$ cat src/rtl/alu_seq_pkg.sv
// Shared types and constants for the 2-bit multi-cycle ALU command sequencer.
// Command entries are packed {a, b, op}, 6 bits wide.
package alu_seq_pkg;

  localparam int OPND_W = 2;
  localparam int RES_W  = 3;
  localparam int OP_W   = 2;

  localparam logic [OP_W-1:0] OP_ADD = 2'b00;
  localparam logic [OP_W-1:0] OP_SUB = 2'b01;
  localparam logic [OP_W-1:0] OP_AND = 2'b10;
  localparam logic [OP_W-1:0] OP_OR  = 2'b11;

  typedef enum logic [1:0] {
    IDLE  = 2'd0,
    ISSUE = 2'd1,
    WAIT  = 2'd2,
    RESP  = 2'd3
  } seq_state_t;

  typedef struct packed {
    logic [OPND_W-1:0] a;
    logic [OPND_W-1:0] b;
    logic [OP_W-1:0]   op;
  } cmd_t;

endpackage

$ cat src/rtl/alu_cmd_fifo.sv
// Command FIFO: DEPTH x 6-bit {a, b, op}, registered pointers, head read combinationally.
// Latency: a push is visible at head/count one cycle later, no empty bypass.
// Backpressure: full refuses pushes; pop on empty is ignored.
module alu_cmd_fifo
  import alu_seq_pkg::*;
#(
  parameter int DEPTH = 4
) (
  input  logic                   clk,
  input  logic                   reset,
  input  logic                   push,
  input  cmd_t                   push_cmd,
  input  logic                   pop,
  output cmd_t                   head,
  output logic [$clog2(DEPTH):0] count,
  output logic                   full,
  output logic                   empty
);

  localparam int PTR_W = $clog2(DEPTH);
  localparam logic [PTR_W:0] FULL_CNT = (PTR_W + 1)'(DEPTH);
  localparam logic [PTR_W:0] CNT_ONE  = (PTR_W + 1)'(1);

  cmd_t             mem [DEPTH];
  logic [PTR_W-1:0] rd_ptr;
  logic [PTR_W-1:0] wr_ptr;
  logic             do_push;
  logic             do_pop;

  assign full    = (count == FULL_CNT);
  assign empty   = (count == '0);
  assign do_push = push && !full;
  assign do_pop  = pop && !empty;
  assign head    = mem[rd_ptr];

  // Pointers are power-of-2 wide, so they wrap modulo DEPTH on their own.
  always_ff @(posedge clk) begin
    if (reset) begin
      rd_ptr <= '0;
      wr_ptr <= '0;
      count  <= '0;
    end else begin
      if (do_push) wr_ptr <= wr_ptr + 1'b1;
      if (do_pop)  rd_ptr <= rd_ptr + 1'b1;
      case ({do_push, do_pop})
        2'b10:   count <= count + CNT_ONE;
        2'b01:   count <= count - CNT_ONE;
        default: count <= count;
      endcase
    end
  end

  always_ff @(posedge clk) begin
    if (do_push) mem[wr_ptr] <= push_cmd;
  end

endmodule

$ cat src/rtl/alu_cmd_sequencer.sv
// Issues queued {A,B,Op} commands to the multi-cycle ALU one at a time; optional ALU_TIMEOUT_EN.
// Latency: push cycle 0 -> alu_start cycle 2 -> res_valid one cycle after alu_done.
// Backpressure: no issue while a result waits on res_ready; FIFO accepts until full.
module alu_cmd_sequencer
  import alu_seq_pkg::*;
#(
  parameter int DEPTH   = 4,
  parameter int TIMEOUT = 15
) (
  input  logic                   clk,
  input  logic                   reset,
  input  logic                   cmd_valid,
  output logic                   cmd_ready,
  input  logic [OPND_W-1:0]      cmd_a,
  input  logic [OPND_W-1:0]      cmd_b,
  input  logic [OP_W-1:0]        cmd_op,
  output logic                   alu_start,
  output logic [OPND_W-1:0]      alu_a,
  output logic [OPND_W-1:0]      alu_b,
  output logic [OP_W-1:0]        alu_op,
  input  logic [RES_W-1:0]       alu_y,
  input  logic                   alu_done,
  output logic                   res_valid,
  input  logic                   res_ready,
  output logic [RES_W-1:0]       res_y,
  output logic [OP_W-1:0]        res_op,
  output logic                   res_err,
  output logic                   busy,
  output logic [$clog2(DEPTH):0] count
);

  if (DEPTH < 2 || (DEPTH & (DEPTH - 1)) != 0) begin : g_bad_depth
    $error("alu_cmd_sequencer: DEPTH must be a power of 2 and at least 2");
  end
  if (TIMEOUT < 1) begin : g_bad_timeout
    $error("alu_cmd_sequencer: TIMEOUT must be at least 1");
  end

  seq_state_t state;
  seq_state_t state_nxt;
  cmd_t       head;
  cmd_t       push_cmd;
  logic       push;
  logic       pop;
  logic       capture;
  logic       tmo_hit;
  logic       fifo_full;
  logic       fifo_empty;

  assign push_cmd  = '{a: cmd_a, b: cmd_b, op: cmd_op};
  assign cmd_ready = !fifo_full;
  assign push      = cmd_valid && cmd_ready;
  assign capture   = (state == WAIT) && alu_done;
  assign pop       = capture || tmo_hit;

  alu_cmd_fifo #(.DEPTH(DEPTH)) u_fifo (
    .clk      (clk),
    .reset    (reset),
    .push     (push),
    .push_cmd (push_cmd),
    .pop      (pop),
    .head     (head),
    .count    (count),
    .full     (fifo_full),
    .empty    (fifo_empty)
  );

  // Operands come straight from the head; it only moves at capture, so they hold through WAIT.
  assign alu_a     = head.a;
  assign alu_b     = head.b;
  assign alu_op    = head.op;
  assign res_valid = (state == RESP);
  assign busy      = (state != IDLE) || !fifo_empty;

  always_ff @(posedge clk) begin
    if (reset) state <= IDLE;
    else       state <= state_nxt;
  end

  always_comb begin
    state_nxt = state;
    alu_start = 1'b0;
    case (state)
      IDLE:  if (!fifo_empty) state_nxt = ISSUE;
      ISSUE: begin
        alu_start = 1'b1;
        state_nxt = WAIT;
      end
      WAIT:  if (pop) state_nxt = RESP;
      RESP: begin
        // A push landing this cycle is at the head by the time ISSUE runs.
        if (res_ready) state_nxt = (!fifo_empty || push) ? ISSUE : IDLE;
      end
      default: state_nxt = IDLE;
    endcase
  end

  always_ff @(posedge clk) begin
    if (reset) begin
      res_y  <= '0;
      res_op <= '0;
    end else if (capture) begin
      res_y  <= alu_y;
      res_op <= head.op;
    end else if (tmo_hit) begin
      res_y  <= '0;
      res_op <= head.op;
    end
  end

`ifdef ALU_TIMEOUT_EN
  localparam int TMO_W = $clog2(TIMEOUT + 1);
  localparam logic [TMO_W-1:0] TMO_LAST = TMO_W'(TIMEOUT - 1);

  logic [TMO_W-1:0] tmo_cnt;
  logic             err_q;

  // Counter holds the number of WAIT cycles already elapsed; fires on the TIMEOUT-th one.
  assign tmo_hit = (state == WAIT) && !alu_done && (tmo_cnt == TMO_LAST);
  assign res_err = err_q;

  always_ff @(posedge clk) begin
    if (reset)                tmo_cnt <= '0;
    else if (state == ISSUE)  tmo_cnt <= '0;
    else if (state == WAIT)   tmo_cnt <= tmo_cnt + 1'b1;
  end

  always_ff @(posedge clk) begin
    if (reset)                          err_q <= 1'b0;
    else if (tmo_hit)                   err_q <= 1'b1;
    else if (capture)                   err_q <= 1'b0;
    else if (state == RESP && res_ready) err_q <= 1'b0;
  end
`else
  assign tmo_hit = 1'b0;
  assign res_err = 1'b0;
`endif

endmodule

$ cat config.mk
export PLATFORM = sky130hd
export DESIGN_NAME = alu_cmd_sequencer
export DESIGN_NICKNAME = d
export VERILOG_FILES = /design/src/rtl/alu_seq_pkg.sv /design/src/rtl/alu_cmd_fifo.sv /design/src/rtl/alu_cmd_sequencer.sv
export SDC_FILE = /design/constraint.sdc
export NUM_CORES = 1
export LEC_CHECK = 0
export ABC_AREA = 1
export BUFFER_PORTS_ARGS = -buffer_cell sky130_fd_sc_hd__buf_4
export CAP_MARGIN = 0
export CORE_MARGIN = 3
export CORE_UTILIZATION = 32
export CTS_CLUSTER_SIZE = 16
export DETAILED_ROUTE_END_ITERATION = 8
export PLACE_DENSITY = 0.54
export SLEW_MARGIN = 20
export SYNTH_ARGS = -nofsm -noshare
export SYNTH_HDL_FRONTEND = slang
export SYNTH_SLANG_ARGS = --single-unit
$ cat constraint.sdc
create_clock -name clk -period 2.78 [get_ports clk]
set_input_delay 0.139 -clock clk [delete_from_list [all_inputs] [get_ports clk]]
set_output_delay 0.139 -clock clk [all_outputs]
set_load 0.01 [all_outputs]
==> out/metrics.yaml, run 1 <==
worst_setup_path_end_kind: "flip-flop"
ys_ff_latch: 40
cts-resized-gates: 0
gp_congestion: 0.689
grt_use_met1: 0.124
fillers: 520
die_h_um: 79.7
fmax_mhz: 455
die_area_mm2: 0.00636
mostFrequentLayoutCells: "buf_4 (31), edfxtp_1 (24), inv_1 (21)"
post-route-period-util: 0.791
htree_levels: 2
rows: 26
period_needed_ns: 2.20
clock-sinks: 40
drt_first_pass_iters: 4
antenna_found_initial: 0
seqCellArea_mm2: 0.00104
grt_pass1_wl_mm: 4.94
final.setup_skew_ns: 0.00356
dp_hpwl_mm: 2.33
hold_class: "in2reg"
globalRouteMet3Util: 0.0339
status: "completed"
die_w_um: 79.7
maxCapViolCount: 0
yosys.cell_types.count: 23
numPortBuffers: 31
final_nets: 230
critical_path_required_ns: 2.96
ant_nets: 0
path_class: "reg2reg"
synthAdderAreaFrac: 0.0835
path_clk_slew_ns: 0.07
placed_cells: 267
drtIter0Drc: 84
hp-start: "cmd_b[0]"
synthCells: 170
drv_slew: 0
grt_max_degree: 14
multi_input_area_um2: 583
cts_tree: "done"
syn-num-nets: 195
grt_pass1_vias: 1063
finalSetupTns_ns: 0
final_common_cell: "buf_4"
ys_warn_count: 0
vias: 1239
synthSimpleGateAreaFrac: 0.124
synth.mux.area_fraction: 0
use_met2: 0.168
drive_gt1_frac: 0.228
core_mm2: 0.00517
crit_start: "state[0]"
vias_per_cell: 4.49
final_cells: 276
area_delta_synth_final_pct: 22.5
synth_xor_area_frac: 0
rr_startpoint: "state[0]"
peakVddDrop_mv: 0.273
syn_avg_cell_area_um2: 10.2
yosysSeqAreaShare: 0.599
worstPathMaxFanout: 5
yosys-top-cells-area: "edfxtp_1 (41%), dfxtp_1 (18%), ha_1 (7.2%)"
fin_area_mm2: 0.00213
boundaryPins: 33
worst_pin_slew_ns: 0.637
grt-ovfl-total: 0
setup_viol: 0
insertion_delay_ns: 0.29
cts_setup_buffers: 0
cp-start-kind: "flip-flop"
numCtsBuffers: 5
p_leak_nw: 0.884
initial_core_util: 0.336
cts_root_buffer: "clkbuf_8"
hold_viol_final: 0
p_per_area_mw_per_mm2: 686
n_antenna_cell: 0
synth_top_family_by_area: "compound AO/OA/AOI/OAI gates"
wl_per_cell_um: 11.7
arrival_ns: 2.38
synth_area_mm2: 0.00174
track_usage: 0.104
synth_compound_area_frac: 0.126
synth_top_area_frac: 0.414
grt.busiest_layer: "met2"
yosys.area.top_type: "edfxtp_1"
drc: 0
max-slew-margin-rel: 0.574
cts_max_path_buffers: 2
place_area_mm2: 0.00204
totalWireLength_mm: 3.24
grt_setup_unrepaired: "false"
total_power_mw: 1.46
-- where the power goes --
| part | total, mW | internal (mW) | switching [mW] | leakage, nW |
|---|---|---|---|---|
| Sequential | 0.736 | 0.690 | 0.0455 | 0.351 |
| Combinational | 0.369 | 0.164 | 0.205 | 0.487 |
| Clock | 0.357 | 0.170 | 0.187 | 0.0453 |
-- registers in the layout (all words and copies together), names as in the netlist, named ones only --
| name | flops |
|---|---|
| u_fifo.rd_ptr | 2 |
| res_op | 2 |
| u_fifo.wr_ptr | 2 |
| state | 2 |
| res_y | 3 |
| u_fifo.mem | 24 |
| u_fifo.count | 3 |
-- kinds of logic (layout without fill, tap and decap cells) --
group / after synthesis / after routing
AOI/OAI and AO/OA: 40 / 40
adders and majority gates: 11 / 11
buffers and inverters: 29 / 65
DFF: 40 / 40
other: 1 / 1
and+or+nand+nor: 49 / 49
-- final cells by class --
cell class                 instances  share of cell area
inverter                          25              0.0440
multi-input combinational        101               0.274
sequential                        40               0.489
tap                               70              0.0411
timing repair buffer              32               0.114
clock buffer                       5              0.0323
clock inverter                     3             0.00646
-- worst paths after layout --
check                      to  slack (ns)  cells after the start
max           u_fifo.count[2]        0.58                     11
min          u_fifo.mem[3][2]        0.05                      1
min reg2reg          res_y[0]        0.48                      2
max reg2reg   u_fifo.count[2]        0.58                     11
-- synthesized netlist by cell type, drive strengths merged --
cell type,n
o22ai,4
edfxtp,24
inv,25
o211ai,1
fa,1
ha,10
o21ai,22
dfxtp,16
nand3,7
nor2,21
conb,1
buf,3
nand2,21
clkbuf,1
a21oi,13
-- per-stage QoR --
stage	utilization	setup WS (ns)	hold WS (ns)
after detailed placement	0.394	0.619	0.314
after floorplan	-	0.811	0.208
after global routing	0.412	0.496	0.0351
final	0.412	0.581	0.0511
after CTS	0.412	0.614	0.0412
after global placement	0.394	0.694	0.313
-- metal layers --
metal	wire, um	share of wire
met1	1360	0.42
met2	1600	0.50
met3	210	0.065
met4	68	0.021
met5	0	0
-- critical path, stage by stage (launching register included) --
cell,delay (ns)
dfxtp_1,0.35
inv_1,0.12
ha_1,0.18
nand2_1,0.16
a21oi_4,0.20
ha_1,0.16
inv_1,0.06
fa_1,0.38
a21oi_1,0.16
o21ai_1,0.10
o21ai_0,0.15
a21oi_1,0.06
-- repair_timing --
item / CTS / global route
endpoints found under the setup margin: 0 / 0
hold endpoints to repair: 1 / 0
hold buffers: 1 / 0
No activity file was read; power rests on OpenSTA's default activity.
==> inputs of run 2 (changes only) <==
- ABC_AREA: 1 -> 0
- PLACE_DENSITY: 0.54 -> 0.56
- clock period: 2.78 -> 1.8 ns (I/O delays scaled with it)
==> out/metrics.yaml, run 2 <==
rows: 25
path_clk_slew_ns: 0.07
n_antenna_cell: 0
synth_top_area_frac: 0.425
cp-start-kind: "flip-flop"
grt_pass1_vias: 1185
crit_path_top_delay_cell: "or3b_4"
layout_setup_ws_ns: -0.247
final_nets: 206
grt_setup_unrepaired: "true"
grt_max_degree: 16
peakVddDrop_mv: 0.316
drt_first_pass_iters: 4
critPathBufInv: 2
maxCapViolCount: 0
arrival_ns: 2.27
drv_slew: 0
yosys.cell_types.count: 29
post-route-period-util: 1.14
seqCellArea_mm2: 0.00105
yosys.area.top_type: "edfxtp_1"
hold_viol_final: 0
grt-ovfl-total: 0
path_class: "reg2reg"
dp_hpwl_mm: 2.40
die_w_um: 78.8
regMostFlops: "u_fifo.mem"
clock-sinks: 40
synth_edf_count: 24
fmax_mhz: 488
ys_warn_count: 0
mostFrequentLayoutCells: "buf_4 (46), edfxtp_1 (24), dfxtp_1 (12)"
wl_per_cell_um: 13.3
period_needed_ns: 2.05
fillers: 470
p_leak_nw: 0.907
largest_register_ffs: 24
cts_max_path_buffers: 2
gp_congestion: 0.758
yosysMostFrequentCell: "edfxtp_1"
syn-num-nets: 152
synthFlopType: "edfxtp_1"
whs_ns: 0.0587
worst_setup_path_end_kind: "flip-flop"
boundaryPins: 33
cts_root_buffer: "clkbuf_8"
vias_per_cell: 4.56
drive_gt1_frac: 0.396
final.setup_skew_ns: 0.00893
drtIter0Drc: 56
core_mm2: 0.00491
synthCells: 127
numPortBuffers: 31
setup_viol: 2
synth_async_sr_flop_share: 0
top_regs: "u_fifo.mem (24), res_y (3), u_fifo.count (3)"
die_area_mm2: 0.00621
worst_path_largest_cell_delay_ns: 0.37
crit_family: "simple AND/OR/NAND/NOR gates"
area_delta_synth_final_pct: 33.8
p_per_area_mw_per_mm2: 1040
track_usage: 0.115
yosys-top-cells-area: "edfxtp_1 (42%), dfxtp_1 (19%), mux4_2 (8.0%)"
initial_core_util: 0.345
antenna_found_initial: 0
vias: 1135
drc: 0
ant_nets: 0
htree_levels: 2
ys_ff_latch: 40
multi_input_area_um2: 608
yosysSeqAreaShare: 0.614
worstPathMaxFanout: 2
die_h_um: 78.8
synthTopCellsByCount: "edfxtp_1 (24), dfxtp_1 (16), ha_1 (10), inv_1 (10), nand2_1 (10)"
totalWireLength_mm: 3.31
grt_pass1_wl_mm: 5.38
numCtsBuffers: 5
status: "finished with violations"
crit_chain: "or3b_4 -> and2_4 -> inv_4 -> ha_4 -> inv_2 -> fa_2 -> xor2_1 -> or3_1 -> a21oi_1"
synth_area_mm2: 0.00170
hold_class: "in2reg"
critical_path_required_ns: 2.02
cts_tree: "done"
total_power_mw: 2.37
final_common_cell: "buf_4"
syn_avg_cell_area_um2: 13.4
violations: "setup timing"
insertion_delay_ns: 0.29
run 2: cell types whose count changed after synthesis, moves of 4 or more:
cell	change
nand2_1	-9
mux4_2	+6
and3_1	+4
o22ai_1	-4
o21ai_1	-6
nor2_1	-11
o21ai_0	-15
inv_2	-4
inv_1	-11
run 2: repair_timing:
item / CTS / global route
endpoints found under the hold margin: 22 / 0
hold buffers: 6 / 0
buffers inserted: 0 / 3
resized for setup: 1 / 1
setup endpoints to repair: 2 / 9
pin swaps: 0 / 2
run 2: final cells by class:
type	count	area share
sequential	40	0.462
timing repair buffer	52	0.179
tap	67	0.0369
clock buffer	6	0.0320
clock inverter	2	0.00551
inverter	10	0.0176
multi-input combinational	72	0.268
run 2: worst paths after layout:
path | endpoint | slack [ns] | startpoint | depth (start not counted)
hold reg to reg | res_y[1] | 0.46 | res_y[1] | 2
hold / removal | res_y[2] | 0.06 | alu_y[2] | 3
setup / recovery | u_fifo.count[2] | -0.25 | u_fifo.count[2] | 9
setup reg to reg | u_fifo.count[2] | -0.25 | u_fifo.count[2] | 9
run 2: power by group:
group          internal [mW]  total [mW]  switching, mW
clock network          0.271       0.580          0.310
registers               1.05        1.09         0.0379
logic                  0.359       0.695          0.336
total                   1.68        2.37          0.683
run 2: through the flow:
stage                     worst slack [ns]  cell area [um^2]  utilization  cells  setup TNS (ns)
after detailed placement            -0.233              2100        0.428    232          -0.323
after floorplan                     -0.302              1720            -    127          -0.469
after global routing                -0.342              2270        0.462    249          -0.492
after CTS                           -0.244              2250        0.458    246          -0.338
final                               -0.247              2270        0.462    249          -0.363
after global placement              -0.202              2100        0.428    232          -0.269
run 2: per-layer routing:
metal,GRT usage,wire [um]
met1,0.124,1350
met5,0,0
met2,0.201,1700
met4,0.0619,100
met3,0.0363,156
run 2: kinds of logic after synthesis:
| family | synth area share |
|---|---|
| DFF | 0.614 |
| AOI/OAI and AO/OA | 0.0420 |
| adders and majority gates | 0.0855 |
| xor gates and xnor gates | 0.0258 |
| muxes | 0.0855 |
| and+or+nand+nor | 0.108 |
| buffers and inverters | 0.0369 |
| other | 0.00221 |
run 2: worst reg2reg max path, cell delays in order, from the launching register on:
cell and delay [ns]:
dfxtp_4 0.34, or3b_4 0.37, and2_4 0.16, inv_4 0.05, ha_4 0.12, inv_2 0.03
fa_2 0.32, xor2_1 0.15, or3_1 0.30, a21oi_1 0.11
==> inputs of run 3 (changes only) <==
- CORE_MARGIN: 3 -> default
==> out/metrics.yaml, run 3 (synthesis results as in run 2) <==
status: "finished with violations"
violations: "setup timing"
grt_setup_unrepaired: "true"
post-route-period-util: 1.15
maxCapViolCount: 0
layout_setup_ws_ns: -0.273
rrSetupSlack_ns: -0.27
vias_per_cell: 4.52
final_nets: 205
grt-ovfl-total: 0
mostFrequentLayoutCells: "buf_4 (45), edfxtp_1 (24), dfxtp_1 (12)"
drive_gt1_frac: 0.414
p_per_area_mw_per_mm2: 1080
initial_core_util: 0.332
cp-start-kind: "flip-flop"
drc: 0
core_mm2: 0.00511
drv_slew: 0
ant_nets: 0
final_util: 0.452
rows: 26
area_delta_synth_final_pct: 36.0
p_leak_nw: 0.916
hold_class: "in2reg"
period_needed_ns: 2.07
totalWireLength_mm: 3.19
die_area_mm2: 0.00560
top_regs: "u_fifo.mem (24), res_y (3), u_fifo.count (3)"
cts_tree: "done"
timing.rr.end: "u_fifo.count[2]"
arrival_ns: 2.30
fmax_mhz: 482
final_common_cell: "buf_4"
clock-sinks: 40
die_w_um: 74.8
grt_max_degree: 16
worstRegToRegCells: 9
setup_viol: 2
die_h_um: 74.8
worst_setup_path_end_kind: "flip-flop"
crit_end: "u_fifo.count[2]"
numCtsBuffers: 5
gp_congestion: 0.798
finalSetupTns_ns: -0.394
hold_viol_final: 0
insertion_delay_ns: 0.29
n_antenna_cell: 0
wl_per_cell_um: 12.7
drtIter0Drc: 59
vias: 1135
path_clk_slew_ns: 0.08
boundaryPins: 33
grt_pass1_vias: 1080
track_usage: 0.125
largest_register_ffs: 24
rr_startpoint: "u_fifo.count[2]"
numPortBuffers: 31
drt_first_pass_iters: 4
peakVddDrop_mv: 0.426
cts_max_path_buffers: 2
grt_pass1_wl_mm: 5.04
path_class: "reg2reg"
worstPathMaxFanout: 2
regMostFlops: "u_fifo.mem"
fillers: 466
critical_path_required_ns: 2.03
dp_hpwl_mm: 2.34
cts_root_buffer: "clkbuf_8"
crit_start: "u_fifo.count[2]"
final.setup_skew_ns: 0.00842
antenna_found_initial: 0
htree_levels: 2
-- run 3: worst min path at each step --
stage	start	endpoint	slack, ns	cells past startpoint
finish	alu_y[1]	res_y[1]	0.06	3
global route	reset	u_fifo.count[2]	0.07	2
CTS	alu_y[1]	res_y[1]	0.05	3
detailed placement	cmd_b[0]	u_fifo.mem[1][2]	0.30	1
global placement	cmd_b[0]	u_fifo.mem[0][2]	0.29	1
floorplan	reset	u_fifo.count[2]	0.15	1
-- run 3: area by class of cell --
class / count / area [um^2] / area share
Sequential cell: 40 / 1050 / 0.454
Multi-Input combinational cell: 72 / 618 / 0.268
Timing Repair Buffer: 51 / 398 / 0.172
Tap cell: 70 / 87.6 / 0.0380
Clock buffer: 5 / 68.8 / 0.0298
Clock inverter: 3 / 46.3 / 0.0201
Inverter: 10 / 40.0 / 0.0174
-- run 3: worst max-delay path, stage by stage (launching register included) --
cell and delay (ns):
dfxtp_4 0.34, or3b_4 0.38, and2_4 0.16, inv_4 0.05, ha_4 0.12, inv_2 0.03
fa_2 0.32, xor2_1 0.15, or3_1 0.32, a21oi_2 0.12
-- run 3: per-stage QoR --
stage | cell area (um^2) | power (mW) | worst slack (ns) | hold slack [ns] | cells
6_report | 2310 | 2.50 | -0.273 | 0.0603 | 251
5_1_grt | 2310 | 2.64 | -0.334 | 0.0707 | 251
4_1_cts | 2290 | 2.52 | -0.260 | 0.0495 | 250
3_5_place_dp | 2100 | 1.76 | -0.255 | 0.296 | 235
3_3_place_gp | 2100 | 1.73 | -0.207 | 0.288 | 235
2_1_floorplan | 1720 | 1.48 | -0.302 | 0.149 | 127
-- run 3: layer usage --
metal	vias to the layer above	GRT usage	wire length, um	share of wire
met3	4	0.0321	117	0.037
li1	553	-	-	-
met2	24	0.199	1600	0.50
met4	0	0.0629	48	0.015
met1	554	0.157	1430	0.45
met5	-	0	0	0
-- run 3: power breakdown --
group | total [mW] | internal, mW | leakage (nW) | switching (mW)
clock | 0.739 | 0.417 | 0.0548 | 0.322
sequential | 1.09 | 1.05 | 0.353 | 0.0386
combinational | 0.668 | 0.343 | 0.508 | 0.324
total | 2.50 | 1.81 | 0.916 | 0.685
-- run 3: repair_timing --
action                                 4_1_cts  5_1_grt
pin swaps                                    1        2
hold buffers                                 6        0
buffers inserted                             1        1
setup endpoints to repair                    2        3
endpoints found under the hold margin       24        0
resized for setup                            1        4
